<file path="config.mk">
export PLATFORM = sky130hd
export DESIGN_NAME = bram_capture_ctrl
export DESIGN_NICKNAME = d
export VERILOG_FILES = /design/src/rtl/bram_capture_ctrl.sv
export SDC_FILE = /design/constraint.sdc
export NUM_CORES = 1
export LEC_CHECK = 0
export BUFFER_PORTS_ARGS = -buffer_cell sky130_fd_sc_hd__buf_2
export CAP_MARGIN = 20
export CORE_UTILIZATION = 28
export DETAILED_ROUTE_END_ITERATION = 7
export PLACE_DENSITY = 0.56
export RECOVER_POWER = 25
export SLEW_MARGIN = 40
export SYNTH_ARGS = -nofsm -noshare
export SYNTH_HDL_FRONTEND = slang
export SYNTH_SLANG_ARGS = --single-unit
</file>
<file path="constraint.sdc">
create_clock -name clk -period 2.13 [get_ports clk]
set_input_delay 0.3195 -clock clk [delete_from_list [all_inputs] [get_ports clk]]
set_output_delay 0.3195 -clock clk [all_outputs]
set_load 0.005 [all_outputs]
</file>
<file path="src/rtl/bram_capture_ctrl.sv">
// bram_capture_ctrl
// -----------------
// Snapshot capture controller placed directly in front of a single-port,
// synchronous-read block RAM. A start pulse arms a capture of CaptureLength
// valid input samples into bram addresses 0..CaptureLength-1. The controller
// then reads those samples back in address order and presents them on a
// ready/valid output stream. A typical use is debug capture of ADC or DSP
// samples for slow readout later.
//
// Ports:
//   clk                - system clock, all logic on the rising edge
//   rst                - synchronous active-high reset
//   start              - begin a capture (only looked at while idle)
//   in_data/in_valid   - input sample stream, no backpressure
//   out_data/out_valid - readout stream towards the consumer
//   out_ready          - consumer accepts out_data when out_valid is high
//   busy               - high whenever the controller is not idle
//   done               - one-cycle pulse after the final readout handshake
//   bram_address       - address to the bram
//   bram_write_enable  - write strobe to the bram
//   bram_data_in       - write data to the bram
//   bram_data_out      - bram read data, valid one clock after the address

module bram_capture_ctrl #(
    parameter int WordLengthBits   = 8,
    parameter int NumWords         = 128,
    parameter int AddressWidthBits = 7,
    parameter int CaptureLength    = 128
) (
    input  logic                        clk,
    input  logic                        rst,
    input  logic                        start,
    input  logic [WordLengthBits-1:0]   in_data,
    input  logic                        in_valid,
    output logic [WordLengthBits-1:0]   out_data,
    output logic                        out_valid,
    input  logic                        out_ready,
    output logic                        busy,
    output logic                        done,
    output logic [AddressWidthBits-1:0] bram_address,
    output logic                        bram_write_enable,
    output logic [WordLengthBits-1:0]   bram_data_in,
    input  logic [WordLengthBits-1:0]   bram_data_out
);

    typedef enum logic [2:0] {
        IDLE,
        CAPTURE,
        READ_ADDR,
        READ_LATCH,
        OUTPUT
    } state_t;

    // The capture length can never exceed the bram depth, so the last
    // address is clamped to the top word. The pointers therefore stop at
    // the top address and never wrap.
    localparam int CaptureLimit = (CaptureLength < NumWords) ? CaptureLength : NumWords;
    localparam logic [AddressWidthBits-1:0] LastAddress = AddressWidthBits'(CaptureLimit - 1);
    localparam logic [AddressWidthBits-1:0] AddressOne  = AddressWidthBits'(1);
    localparam logic [AddressWidthBits-1:0] AddressZero = '0;

    state_t                      state,          state_next;
    logic [AddressWidthBits-1:0] wr_ptr,         wr_ptr_next;
    logic [AddressWidthBits-1:0] rd_ptr,         rd_ptr_next;
    logic [WordLengthBits-1:0]   out_data_reg,   out_data_next;
    logic                        out_valid_reg,  out_valid_next;
    logic                        done_reg,       done_next;

    // State register together with every registered output. Reset wins over
    // everything and aborts a capture or readout on the spot. The bram
    // contents are left alone, which is harmless because the next capture
    // overwrites from address 0 before anything is read back.
    always_ff @(posedge clk) begin
        if (rst) begin
            state         <= IDLE;
            wr_ptr        <= AddressZero;
            rd_ptr        <= AddressZero;
            out_data_reg  <= '0;
            out_valid_reg <= 1'b0;
            done_reg      <= 1'b0;
        end else begin
            state         <= state_next;
            wr_ptr        <= wr_ptr_next;
            rd_ptr        <= rd_ptr_next;
            out_data_reg  <= out_data_next;
            out_valid_reg <= out_valid_next;
            done_reg      <= done_next;
        end
    end

    // Next-state logic. Each readout word passes through READ_ADDR, which
    // presents rd_ptr to the bram, and READ_LATCH, where the synchronous read
    // data has arrived. The word is then held in OUTPUT until the consumer
    // takes it. This gives at most one word per three clocks, which is
    // plenty for snapshot readout and keeps the datapath trivial.
    always_comb begin
        state_next     = state;
        wr_ptr_next    = wr_ptr;
        rd_ptr_next    = rd_ptr;
        out_data_next  = out_data_reg;
        out_valid_next = out_valid_reg;
        done_next      = 1'b0;

        case (state)
            IDLE: begin
                if (start) begin
                    state_next  = CAPTURE;
                    wr_ptr_next = AddressZero;
                end
            end

            CAPTURE: begin
                if (in_valid) begin
                    if (wr_ptr == LastAddress) begin
                        state_next  = READ_ADDR;
                        rd_ptr_next = AddressZero;
                    end else begin
                        wr_ptr_next = wr_ptr + AddressOne;
                    end
                end
            end

            READ_ADDR: begin
                state_next = READ_LATCH;
            end

            READ_LATCH: begin
                out_data_next  = bram_data_out;
                out_valid_next = 1'b1;
                state_next     = OUTPUT;
            end

            OUTPUT: begin
                if (out_ready) begin
                    out_valid_next = 1'b0;
                    if (rd_ptr == LastAddress) begin
                        done_next  = 1'b1;
                        state_next = IDLE;
                    end else begin
                        rd_ptr_next = rd_ptr + AddressOne;
                        state_next  = READ_ADDR;
                    end
                end
            end

            default: begin
                state_next = IDLE;
            end
        endcase
    end

    // The bram port is driven straight from state and the live input, so an
    // input sample is written in the same cycle that it arrives.
    always_comb begin
        bram_address      = (state == CAPTURE) ? wr_ptr : rd_ptr;
        bram_write_enable = (state == CAPTURE) && in_valid;
        bram_data_in      = in_data;
    end

    assign out_data  = out_data_reg;
    assign out_valid = out_valid_reg;
    assign done      = done_reg;
    assign busy      = (state != IDLE);

endmodule

</file>
==> metrics <==
outcome=complete, no violations; RSZ-0062 raised after global routing=false; first-pass GRT wire length=5600 um; most frequent cells in the layout=buf_2 (30), dfxtp_1 (26), nor2_1 (17), nand2_1 (11), nand3_1 (9); Reg2Reg Launch Point=wr_ptr[0]; I/O pins=48; WL per Instance=13.1 um; worst min-delay path class=in -> reg; Yosys reg bits=27; Die ar.=5520 um^2; drt first-iter violations=128; sequential area share after synthesis=0.370; Psw=0.261 mW; CTS root buf=clkbuf_8; Reg clk slew, reported paths=0.09 ns; Max FO, Critical Path=14; drt via density=4.96; most common cell after layout, fill and taps aside=buf_2; CTS tree=yes; sequential cell fraction of total power=0.552; total of max-cap violations=0; critical path class=reg -> out; CP bufs+invs=2; Sw Ratio=0.268; initial antenna violation count=0; HP Start=bram_data_out[6]; IO buf count=31; Syn Std Cell Area=1460 um^2; H-tree Lvls=1; # diodes=0; die extent in x=74.3 um; Internal Power=0.715 mW; WP data arrival=1.65 ns; setup repair bufs after CTS=0; CP max stage cell=dfxtp_1; Fmax achieved=0.508 GHz; Yosys cell types=43; Filler cells=545; vias in the first global route=1148; post-route ant nets=0; VDD IR max=0.341 mV; Util after Layout=0.339; Final Cycle Share=0.924; Final min period=1.97 ns; Syn Area/Cell=8.71 um^2; Starting Density=0.300; Layout Nets=213; Worst Setup SP=state[1]; TNS Setup=0 ns; combinational share of power=0.142; setup violators final=0; leak pwr=0.706 nW; Die H=74.3 um; crit-path cells=nand2b_1 -> nor2_1 -> buf_4 -> mux2_2 -> buf_2; gr ovfl total=0; pin count of the biggest net entering global routing=30; GRT Overall Usage=0.132; commonest register cell after synthesis=dfxtp_1; Startpoint Class=register; max reg flops=8; gpl congestion=0.808; final hold violation count=0; total of warnings raised by yosys=0; Largest delay share family, worst path=flip-flops; First-pass DRT Iterations=4; Crit. End Element=output port; Skew-Pair Late Insertion Delay=0.27 ns; Core Area=4880 um^2; final wirelength=3350 um; placed wire-length estimate=2430 um; routed vias=1271; FP Rows=25; Area Growth Syn to Fin=13.3%; DRC=0; clock group share of total power=0.306; Max Slew Vio Count=0; clk sinks=27; Required @ worst endpoint=1.81 ns; Mapped Cells=168; fraction of layout cells with a size suffix above 1=0.249; quantity of hold-fixing buffers added after cts=0; Slew @ Worst Pin=0.579 ns; relative max-transition margin=0.613; EDFF count, synth=0; Post-synth ARST share=0; Longest Clk Path Bufs=2; crit-path max cell delay=0.40 ns; Setup Skew=0.00317 ns; Num CTS Buffers=3; total nets after synthesis=191; P per Cell Area=589 nW/um^2
## metal layers
metal | up-vias | global-route usage | share of wire
li1 | 650 | - | -
met1 | 580 | 0.183 | 0.51
met2 | 39 | 0.205 | 0.43
met3 | 2 | 0.0339 | 0.057
met4 | 0 | 0.0314 | 0.0069
met5 | - | 0 | 0
## worst min-delay path: stages
cell,delay (ns)
buf_2,0.07
mux2i_1,0.05
nor2_1,0.07
## power groups by stage
stage	Combinational, mW	Clock, mW	Sequential, mW
after floorplan	0.121	0	0.536
after global placement	0.140	0	0.549
after detailed placement	0.139	0	0.550
after CTS	0.140	0.315	0.539
after global routing	0.152	0.332	0.543
final	0.138	0.299	0.539
## cell usage after synthesis (all sizes together), types with 3 or more instances
cell    count  share of area
nand2      11          0.028
inv         4          0.010
nand3       9          0.031
mux2        6          0.046
a31oi       4          0.017
a311oi      3          0.018
o21bai      4          0.021
dfxtp      27           0.37
o21ai       6          0.021
nor3        7          0.024
mux2i       8          0.055
nor2       17          0.044
a21oi       7          0.027
o211ai      3          0.015
nand2b      7          0.030
buf        14          0.070
clkbuf      3         0.0077
## metrics by stage
step	instance area [um^2]	hold slack [ns]	instances	power [mW]	worst slack (ns)
finish	1660	0.269	256	0.976	0.162
global route	1660	0.260	256	1.03	0.0382
CTS	1660	0.260	256	0.994	0.0518
detailed placement	1610	0.450	252	0.689	0.372
global placement	1610	0.448	252	0.689	0.387
floorplan	1460	0.453	168	0.657	0.440
## cells by family after synthesis
family | share of synthesized area
compound gates | 0.189
fa+ha+maj | 0.0171
buf+inv | 0.0881
flops | 0.370
mux | 0.101
simple gates | 0.235
## layout make-up
type,count,area (um^2),share of cell area
Clock buffer,3,41.3,0.0249
Clock inverter,1,5.00,0.00302
Inverter,4,15.0,0.00906
Multi-Input combinational cell,120,793,0.479
Sequential cell,27,542,0.327
Tap cell,67,83.8,0.0506
Timing Repair Buffer,34,176,0.106
## final timing paths
check | endpoint | slack (ns) | cells past startpoint
max | bram_address[2] | 0.16 | 5
min | out_data[6] | 0.27 | 3
max reg2reg | rd_ptr[4] | 0.36 | 5
min reg2reg | out_valid | 0.46 | 2
## what timing repair did
| item | in CTS | in global routing |
|---|---|---|
| endpoints found under the hold margin | 0 | 0 |
| setup endpoints to repair | 0 | 6 |
| resized for setup | 0 | 1 |
Power figures use the tool's default switching activity.
